<file path="src/rtl/sram_uart_tx_interface_pkg.sv">
// Shared state encodings and frame helpers for the SRAM-to-UART dump path.
// Frame bit index: 0 = start, 1..8 = data LSB first, 9 = stop.
package sram_uart_tx_interface_pkg;

   typedef enum logic [2:0] {
      S_TX_IDLE,
      S_TX_ADDR,
      S_TX_WAIT,
      S_TX_HI,
      S_TX_LO,
      S_TX_DONE
   } sram_tx_state_type;

   typedef enum logic [1:0] {
      S_TOP_IDLE,
      S_UART_RX,
      S_UART_TX
   } top_state_type;

   localparam logic [3:0] STOP_BIT_IDX = 4'd9;

   function automatic logic frame_bit(input logic [7:0] data, input logic [3:0] idx);
      if (idx == 4'd0) return 1'b0;
      if (idx >= STOP_BIT_IDX) return 1'b1;
      return data[3'(idx - 4'd1)];
   endfunction

endpackage

</file>
<file path="src/rtl/sram_uart_tx_interface_uart_tx_byte.sv">
// 8N1 byte serialiser: load starts the start bit on the next cycle, each bit held CLKS_PER_BIT cycles.
// byte_done_o marks the last stop-bit cycle so a load in that cycle chains the next byte with no gap.
module uart_tx_byte
   import sram_uart_tx_interface_pkg::*;
#(
   parameter int CLKS_PER_BIT = 434,
   localparam int BAUD_W = (CLKS_PER_BIT > 1) ? $clog2(CLKS_PER_BIT) : 1
)(
   input  logic              CLOCK_50_I,
   input  logic              resetn,
   input  logic              load_i,
   input  logic [7:0]        data_i,
   input  logic              clear_i,
   output logic              tx_o,
   output logic              byte_done_o,
   output logic [3:0]        bit_cnt_o,
   output logic [BAUD_W-1:0] baud_cnt_o
);

   localparam logic [BAUD_W-1:0] BAUD_LAST = BAUD_W'(CLKS_PER_BIT - 1);

   logic              active_q;
   logic [7:0]        shift_q;
   logic [3:0]        bit_q;
   logic [BAUD_W-1:0] baud_q;
   logic              tx_q;
   logic              bit_end;

   assign bit_end     = active_q && (baud_q == BAUD_LAST);
   assign byte_done_o = bit_end && (bit_q == STOP_BIT_IDX);
   assign tx_o        = tx_q;
   assign bit_cnt_o   = bit_q;
   assign baud_cnt_o  = baud_q;

   always_ff @(posedge CLOCK_50_I or negedge resetn) begin
      if (!resetn) begin
         active_q <= 1'b0;
         shift_q  <= '0;
         bit_q    <= '0;
         baud_q   <= '0;
         tx_q     <= 1'b1;
      end else if (clear_i) begin
         active_q <= 1'b0;
         bit_q    <= '0;
         baud_q   <= '0;
         tx_q     <= 1'b1;
      end else if (load_i) begin
         active_q <= 1'b1;
         shift_q  <= data_i;
         bit_q    <= '0;
         baud_q   <= '0;
         tx_q     <= 1'b0;
      end else if (byte_done_o) begin
         active_q <= 1'b0;
         bit_q    <= '0;
         baud_q   <= '0;
         tx_q     <= 1'b1;
      end else if (bit_end) begin
         bit_q    <= bit_q + 4'd1;
         baud_q   <= '0;
         tx_q     <= frame_bit(shift_q, bit_q + 4'd1);
      end else if (active_q) begin
         baud_q   <= baud_q + 1'b1;
      end
   end

endmodule

</file>
<file path="src/rtl/sram_uart_tx_interface.sv">
// Streams Word_count SRAM words from Base_address out of UART_TX_O, high byte first, back to back.
// The next word is prefetched during each high byte so SRAM latency never opens a gap on the line.
module sram_uart_tx_interface
   import sram_uart_tx_interface_pkg::*;
#(
   parameter int CLKS_PER_BIT      = 434,
   parameter int SRAM_READ_LATENCY = 2
)(
   input  logic        CLOCK_50_I,
   input  logic        resetn,
   input  logic        Start,
   input  logic        Abort,
   input  logic [17:0] Base_address,
   input  logic [17:0] Word_count,
   output logic [17:0] SRAM_address,
   input  logic [15:0] SRAM_read_data,
   output logic        SRAM_we_n,
   output logic        UART_TX_O,
   output logic        Busy,
   output logic        Done
);

   localparam int         BAUD_W = (CLKS_PER_BIT > 1) ? $clog2(CLKS_PER_BIT) : 1;
   localparam logic [3:0] LAT    = 4'(SRAM_READ_LATENCY);

   sram_tx_state_type state_q;
   logic [17:0]       addr_q;
   logic [17:0]       remaining_q;
   logic [15:0]       word_buf_q;
   logic [15:0]       next_buf_q;
   logic [3:0]        lat_cnt_q;
   logic              start_load_q;
   logic [17:0]       sram_address_q;
   logic              busy_q;
   logic              done_q;

   logic              ser_load;
   logic [7:0]        ser_data;
   logic              ser_clear;
   logic              ser_done;
   logic [3:0]        ser_bit_cnt;
   logic [BAUD_W-1:0] ser_baud_cnt;
   logic              pf_issue;

   assign SRAM_address = sram_address_q;
   assign SRAM_we_n    = 1'b1;
   assign Busy         = busy_q;
   assign Done         = done_q;

   assign ser_clear = Abort && (state_q != S_TX_IDLE) && (state_q != S_TX_DONE);

   // Prefetch once per high byte, as its first data bit begins; 9 bit times remain to land it.
   assign pf_issue = (state_q == S_TX_HI) && (remaining_q > 18'd1) && (lat_cnt_q == 4'd0)
                     && (ser_bit_cnt == 4'd1) && (ser_baud_cnt == '0);

   always_comb begin
      ser_load = 1'b0;
      ser_data = word_buf_q[15:8];
      if (start_load_q) begin
         ser_load = 1'b1;
      end else if (ser_done && (state_q == S_TX_HI)) begin
         ser_load = 1'b1;
         ser_data = word_buf_q[7:0];
      end else if (ser_done && (state_q == S_TX_LO) && (remaining_q > 18'd1)) begin
         ser_load = 1'b1;
         ser_data = next_buf_q[15:8];
      end
   end

   uart_tx_byte #(.CLKS_PER_BIT(CLKS_PER_BIT)) u_tx_byte (
      .CLOCK_50_I  (CLOCK_50_I),
      .resetn      (resetn),
      .load_i      (ser_load),
      .data_i      (ser_data),
      .clear_i     (ser_clear),
      .tx_o        (UART_TX_O),
      .byte_done_o (ser_done),
      .bit_cnt_o   (ser_bit_cnt),
      .baud_cnt_o  (ser_baud_cnt)
   );

   always_ff @(posedge CLOCK_50_I or negedge resetn) begin
      if (!resetn) begin
         state_q        <= S_TX_IDLE;
         addr_q         <= '0;
         remaining_q    <= '0;
         word_buf_q     <= '0;
         next_buf_q     <= '0;
         lat_cnt_q      <= '0;
         start_load_q   <= 1'b0;
         sram_address_q <= '0;
         busy_q         <= 1'b0;
         done_q         <= 1'b0;
      end else begin
         done_q       <= 1'b0;
         start_load_q <= 1'b0;
         case (state_q)
            S_TX_IDLE: begin
               if (Start && !Abort) begin
                  addr_q      <= Base_address;
                  remaining_q <= Word_count;
                  busy_q      <= 1'b1;
                  state_q     <= (Word_count == 18'd0) ? S_TX_DONE : S_TX_ADDR;
               end
            end
            S_TX_ADDR: begin
               sram_address_q <= addr_q;
               lat_cnt_q      <= '0;
               state_q        <= S_TX_WAIT;
            end
            S_TX_WAIT: begin
               if (lat_cnt_q == LAT) begin
                  word_buf_q   <= SRAM_read_data;
                  addr_q       <= addr_q + 18'd1;
                  lat_cnt_q    <= '0;
                  start_load_q <= 1'b1;
                  state_q      <= S_TX_HI;
               end else begin
                  lat_cnt_q <= lat_cnt_q + 4'd1;
               end
            end
            S_TX_HI: begin
               if (pf_issue) begin
                  sram_address_q <= addr_q;
                  lat_cnt_q      <= 4'd1;
               end else if (lat_cnt_q == LAT + 4'd1) begin
                  next_buf_q <= SRAM_read_data;
                  addr_q     <= addr_q + 18'd1;
                  lat_cnt_q  <= '0;
               end else if (lat_cnt_q != 4'd0) begin
                  lat_cnt_q <= lat_cnt_q + 4'd1;
               end
               if (ser_done) state_q <= S_TX_LO;
            end
            S_TX_LO: begin
               if (ser_done) begin
                  remaining_q <= remaining_q - 18'd1;
                  lat_cnt_q   <= '0;
                  if (remaining_q == 18'd1) begin
                     state_q <= S_TX_DONE;
                  end else begin
                     word_buf_q <= next_buf_q;
                     state_q    <= S_TX_HI;
                  end
               end
            end
            S_TX_DONE: begin
               done_q  <= 1'b1;
               busy_q  <= 1'b0;
               state_q <= S_TX_IDLE;
            end
            default: state_q <= S_TX_IDLE;
         endcase
         if (ser_clear) state_q <= S_TX_DONE;
      end
   end

endmodule

</file>
<file path="config.mk">
export PLATFORM = sky130hd
export DESIGN_NAME = sram_uart_tx_interface
export DESIGN_NICKNAME = d
export VERILOG_FILES = /design/src/rtl/sram_uart_tx_interface_pkg.sv /design/src/rtl/sram_uart_tx_interface_uart_tx_byte.sv /design/src/rtl/sram_uart_tx_interface.sv
export SDC_FILE = /design/constraint.sdc
export NUM_CORES = 1
export LEC_CHECK = 0
export CAP_MARGIN = 20
export CELL_PAD_IN_SITES_DETAIL_PLACEMENT = 0
export CELL_PAD_IN_SITES_GLOBAL_PLACEMENT = 1
export CORE_UTILIZATION = 54
export CTS_BUF_LIST = sky130_fd_sc_hd__clkbuf_8 sky130_fd_sc_hd__clkbuf_16
export DETAILED_ROUTE_END_ITERATION = 8
export DONT_BUFFER_PORTS = 1
export GPL_ROUTABILITY_DRIVEN = 0
export PLACE_DENSITY = 0.85
export SLEW_MARGIN = 0
export SYNTH_ARGS = -nofsm -noshare
export SYNTH_HDL_FRONTEND = slang
export SYNTH_SLANG_ARGS = --single-unit
</file>
<file path="constraint.sdc">
create_clock -name CLOCK_50_I -period 6.8 [get_ports CLOCK_50_I]
set_clock_uncertainty 0.05 [all_clocks]
set_input_delay 1.02 -clock CLOCK_50_I [delete_from_list [all_inputs] [get_ports CLOCK_50_I]]
set_output_delay 1.02 -clock CLOCK_50_I [all_outputs]
set_load 0.01 [all_outputs]
</file>
* Word-level counts from Yosys, hierarchy flattened *
Index checks and enable logic that the tools add are counted.

word-level totals
  register bits = 119
  bits of input ports = 56
  output and inout port bits = 22
  word-level logic and storage cells = 160

operators by class
  add/sub/neg operators = 6
  order comparisons = 3
  eq/ne operators = 24
  muxes and demuxes = 72
  bitwise logic cells = 2
  reductions and logical operators = 38

operators by type and width
  operator                 count
  $mux W18                 7
  $pmux W18 S2             2
  $pmux W18 S3             1
  $mux W16                 3
  $mux W9                  5
  $mux W4                  9
  $pmux W16 S2             1
  $mux W1                  30
  $mux W8                  3
  $mux W3                  7
  $add A18 B1 Y18 const B  1
  $eq A18 B1 Y1 const B    1
  $gt A18 B1 Y1 const B    1
  $logic_not A18 Y1        1
  $sub A18 B1 Y18 const B  1
  $pmux W4 S4              1
  $ne A3 B3 Y1 const B     5
  $pmux W3 S5              1
  $logic_and A1 B1 Y1      12
  $ne A2 B2 Y1 const B     6
  $reduce_bool A4 Y1       3
  $add A9 B1 Y9 const B    1
  $eq A9 B9 Y1 const B     1
  $logic_not A9 Y1         1
  other kinds (25)         41

* Depth between registers and ports, before layout *
  word-level depth = 21
  depth in mapped cells = 9
  gate-level depth less buffers = 7

* Hierarchy *
From an unflattened synthesis, not the netlist that was laid out.

second synthesis, totals
  cell total of the unflattened synthesis = 710
  area, all modules = 6751.5 um^2

modules (own cells, without submodules)
  module                  times used  cells an instance  area each (um^2)  seq. area each (um^2)
  sram_uart_tx_interface  1           589                5447.7            2402.3
  uart_tx_byte            1           121                1303.8            576.8

* Worst setup path before layout *
OpenSTA, ideal clock, no wires.

  path type = reg-to-reg
  start point = reg remaining_q[6]
  end point = reg next_buf_q[10]
  setup time = 0.125 ns
  arrival time = 2.386 ns
  data required time = 6.625 ns
  path slack = 4.239 ns
  cell stages (with the launch flop) = 8
  path buffers = 2
  clock period less this slack = 2.561 ns
  cell sequence = dfrtp_1 or4_1 buf_2 nor4_4 a211oi_4 nor3b_4 buf_8 mux2_4

on the way
  word-level cells in the longest chain between the ends = 7

RTL lines
  item                                line                           text
  start, declared                     sram_uart_tx_interface.sv:28   logic [17:0] remaining_q;
  start signal, assigned              sram_uart_tx_interface.sv:101  remaining_q <= Word_count;
  start signal, assigned              sram_uart_tx_interface.sv:137  remaining_q <= remaining_q - 18'd1;
  $gt A18 B1 Y1                       sram_uart_tx_interface.sv:53   assign pf_issue = (state_q == S_TX_HI) && (remaining_q > 18'd1) && (lat_cnt_q == 4'd0)
  $logic_and A1 B1 Y1 (2 in a row)    sram_uart_tx_interface.sv:53
  $logic_and A1 B1 Y1 (2 in a row)    sram_uart_tx_interface.sv:54   && (ser_bit_cnt == 4'd1) && (ser_baud_cnt == '0);
  $not A1 Y1 (no source line)         --
  $reduce_and A3 Y1 (no source line)  --
  end signal, assigned                sram_uart_tx_interface.sv:127  next_buf_q <= SRAM_read_data;
  end, declared                       sram_uart_tx_interface.sv:30   logic [15:0] next_buf_q;

Every way passes these cells.
A chain may end at the register's enable or synchronous reset.

* Worst setup path after layout *
  start point = reg state_q[2]
  end point = reg addr_q[9]

on the way
  word-level cells in the longest chain between the ends = 7
  elaborated cells on any way between the ends = 14
  those cells by class = eq/ne (6); mux (1); reduce/logical (7)

RTL lines
  item                                line                                                        text
  start, declared                     sram_uart_tx_interface.sv:26                                sram_tx_state_type state_q;
  start signal, assigned              sram_uart_tx_interface.sv:103                               state_q <= (Word_count == 18'd0) ? S_TX_DONE : S_TX_ADDR;
  $eq A3 B2 Y1                        sram_uart_tx_interface.sv:53, sram_uart_tx_interface.sv:97
  $logic_and A1 B1 Y1 (2 in a row)    sram_uart_tx_interface.sv:53
  $logic_and A1 B1 Y1 (2 in a row)    sram_uart_tx_interface.sv:54
  $ne A2 B2 Y1 (no source line)       --
  $reduce_and A5 Y1 (no source line)  --
  end signal, assigned                sram_uart_tx_interface.sv:100                               addr_q <= Base_address;
  end signal, assigned                sram_uart_tx_interface.sv:114                               addr_q <= addr_q + 18'd1;
  end signal, assigned                sram_uart_tx_interface.sv:128                               addr_q <= addr_q + 18'd1;
  end, declared                       sram_uart_tx_interface.sv:27                                logic [17:0] addr_q;

Several ways; a longest one is shown, not always the timed one.

==> impl_results.md <==
- Status: finished, final reports clean
- R2r setup slk: 3.40 ns
- Antenna Violating Nets Remaining: 0
- Data arrival, critical path: 3.60 ns
- Yosys reg bits: 119
- CP max FO: 21
- Cell count after synthesis: 693
- CTS tree: done
- Clock Pin Slew Worst Setup and Hold Paths: 0.06 ns
- Critical Path, Cell by Cell: nand3b_1 -> o22ai_1 -> or3_1 -> nor2_1 -> a2bb2oi_1
- Commonest non-fill, non-tap cells in the layout: dfrtp_1 (118), nand2_1 (56), nor2_1 (47)
- Skew-Pair Late Insertion Delay: 0.42 ns
- Fillers: 1,003
- Rel. slew slack: 31.8%
- I/O pin cnt: 78
- Final HPWL from detailed placement: 10.6 mm
- Via count: 5,417
- Drt initial violations: 386
- Post_cts resized: 0
- Height of the die: 114 um
- Synthesized cell area: 6780 um2
- Sequential power share: 39.6%
- Most frequently used flop master after synthesis: dfrtp_1
- Number of placement rows: 40
- Mean area per synthesized cell: 9.78 um2
- Ratio of final minimum period to clock period: 50.0%
- Number of max-slew violations in the final report: 0
- # DRC: 0
- Core area: 12,100 um2
- Clock network fraction of design power: 29.6%
- Detailed-routing iteration count for the pre-antenna-repair pass: 4
- Most common library cell in the layout ignoring fill and taps: dfrtp_1
- Power after layout: 3.28 mW
- Total power per unit cell area: 436 nW/um2
- Wire length of the first global-routing pass: 26.6 mm
- Die Footprint: 13,000 um2
- Proportion of layout cells with a drive suffix above 1: 14.1%
- Post-cts hold buffer count: 0
- Final setup violation count: 0
- Max VDD drop: 0.305 mV
- Root buffer selected by CTS: clkbuf_16
- Tightest Hold Check Type: in2async
- Number of buffers added on ports: 0
- Startpoint of the worst-slack reg-to-reg timing path: state_q[2]
- Gate power share: 30.8%
- P_leak: 3.07 nW
- Global route overflow: 0
- Worst R2R End: addr_q[9]
- Class of the most critical setup path: reg2reg
- EDFF count, synth: 0
- Total negative slack: 0 ns
- Data required time at the worst endpoint: 7.00 ns
- Initial standard-cell utilization of the core: 55.9%
- Buffers from clock root to sink, at most: 2
- Total number of H-tree levels: 4
- Global routing usage summed across all routing layers: 26.1%
- Die width: 114 um
- Fmax: 0.294 GHz
- Warning count from the yosys run: 0
- Routed wirelength normalized by instance count: 18.5 um
- Pin count of the biggest net entering global routing: 120
- Highest cell delay on the worst timing path: 0.80 ns
- Area growth syn-to-layout: 11.0%
- Cell depth of the worst flop-to-flop path: 5
- Slew at the pin closest to its max-slew limit: 1.02 ns
- TritonCTS Buffers: 17
- Number of antenna violations at the first check in global routing: 0
- Ys async rst share: 100%
- Time the final worst path needs with I/O delays and setup: 3.40 ns
- Hold Vio Cnt, Final: 0
- Internal: 2.13 mW
- Switching power: 1.15 mW
- CTS sink count: 119
- Crit start category: register
- Crit path capture type: register
- Post-CTS Setup Repair Bufs: 0
- Average via count per standard cell: 6.33
- Antenna diode count: 0
- Net count of the mapped netlist: 761
- Net switching share of the total power: 35.0%
- Final net count: 744
- Library cells used by synthesis: 75
- Number of global-route vias before repair: 5,437
- Final Core Density: 62.1%
- Highest-delay cell along the critical path: nor2_1
- Setup repair after global routing missed its margin: no
- Sequential cell area fraction in the yosys report: 44.0%
- Count of max-cap constraint violations: 0
- Final Routed Wirelength: 15.8 mm
## area by class of cell
cell class | instances | area, um2 | share of cell area (%)
multi-input cells | 506 | 3510 | 46.7
well taps | 168 | 210 | 2.80
clock buffers | 19 | 453 | 6.02
flip-flops and latches | 119 | 2980 | 39.6
repair buffers | 7 | 85.1 | 1.13
inverters | 25 | 93.8 | 1.25
clock inverters | 12 | 184 | 2.45
## worst max-delay path by stage
stage / slack, ns / startpoint / end / cells after the start
after floorplan: 4.24 / remaining_q[6] / next_buf_q[10] / 7
after global placement: 3.55 / remaining_q[6] / next_buf_q[3] / 6
after detailed placement: 3.50 / remaining_q[6] / next_buf_q[1] / 6
after CTS: 3.49 / remaining_q[6] / next_buf_q[1] / 6
after global routing: 3.16 / state_q[2] / addr_q[9] / 5
final: 3.40 / state_q[2] / addr_q[9] / 5
## critical path: cells and delay by family (launching register included)
family | cells | cell delay [ns]
and+or+nand+nor | 3 | 2.14
DFF | 1 | 0.61
AOI/OAI and AO/OA | 2 | 0.43
## layer usage
metal	global-route usage (%)	routed length [um]	vias to the layer above
li1	-	-	2552
met1	33.0	6930	2676
met2	42.3	7620	159
met3	6.96	934	30
met4	11.0	333	0
met5	0	0	-
## synthesized netlist by cell type (3+ instances only)
master | count | area (um2)
a32oi_1 | 9 | 78.8
a21oi_1 | 34 | 170
dfrtp_1 | 118 | 2950
nand2_1 | 56 | 210
o211ai_1 | 3 | 22.5
nor3b_1 | 4 | 30.0
nand3_1 | 22 | 110
o22ai_1 | 9 | 56.3
mux2_4 | 10 | 150
and2_1 | 5 | 31.3
o31ai_1 | 5 | 37.5
a31oi_1 | 11 | 68.8
xnor2_1 | 4 | 35.0
or3_1 | 7 | 43.8
nor4_4 | 3 | 63.8
a221oi_1 | 5 | 43.8
nor2b_1 | 4 | 25.0
a211oi_1 | 6 | 45.0
ha_1 | 12 | 150
a21o_1 | 3 | 22.5
nand4_1 | 9 | 56.3
nor4_1 | 12 | 75.1
nor2_1 | 48 | 180
o2bb2ai_1 | 4 | 35.0
inv_1 | 25 | 93.8
a22oi_1 | 11 | 82.6
mux2i_1 | 12 | 120
o21ai_0 | 46 | 230
or4_1 | 3 | 22.5
xor2_1 | 4 | 35.0
clkbuf_1 | 35 | 131
a2bb2oi_1 | 13 | 114
o22a_1 | 5 | 43.8
and4_1 | 6 | 52.6
nand2b_1 | 6 | 37.5
a211o_1 | 3 | 26.3
nor3_1 | 29 | 145
o32ai_1 | 3 | 26.3
o41ai_1 | 3 | 26.3
nand4b_1 | 6 | 52.6
mux2_2 | 34 | 383
or3b_2 | 3 | 26.3
## kinds of logic after synthesis
kind of cell	count (synthesis)	share of synthesized area, %
AND/OR/NAND/NOR	235	18.7
AO/OA/AOI/OAI	191	19.3
flip-flops	119	44.0
buffers and inverters	68	4.19
multiplexers	59	10.5
adder cells (fa/ha/maj)	12	2.22
XOR/XNOR	8	1.03
other	1	0.0553
## per-stage QoR
step	instances	cell area [um2]	setup slack, ns	hold slack [ns]
2_1_floorplan	693	6780	4.24	0.398
3_3_place_gp	823	6840	3.55	0.421
3_5_place_dp	823	6840	3.50	0.426
4_1_cts	854	7470	3.49	0.242
5_1_grt	856	7520	3.16	0.235
6_report	856	7520	3.40	0.254
## power by group through the flow
stage | registers (mW) | clock network, mW | logic [mW]
floorplan | 1.19 | 0 | 0.865
global placement | 1.29 | 0 | 0.949
detailed placement | 1.30 | 0 | 0.981
CTS | 1.29 | 0.983 | 0.986
global route | 1.35 | 1.01 | 1.13
finish | 1.30 | 0.972 | 1.01
## sequential cells by signal (all words and copies together) (netlist names)
register              count
start_load_q              1
remaining_q              18
u_tx_byte.active_q        1
u_tx_byte.shift_q         8
lat_cnt_q                 4
Done                      1
u_tx_byte.tx_o            1
word_buf_q               16
next_buf_q               16
state_q                   3
u_tx_byte.baud_cnt_o      9
Busy                      1
addr_q                   18
u_tx_byte.bit_cnt_o       4
SRAM_address             18
Note: power is estimated with default switching activity, not from simulation.
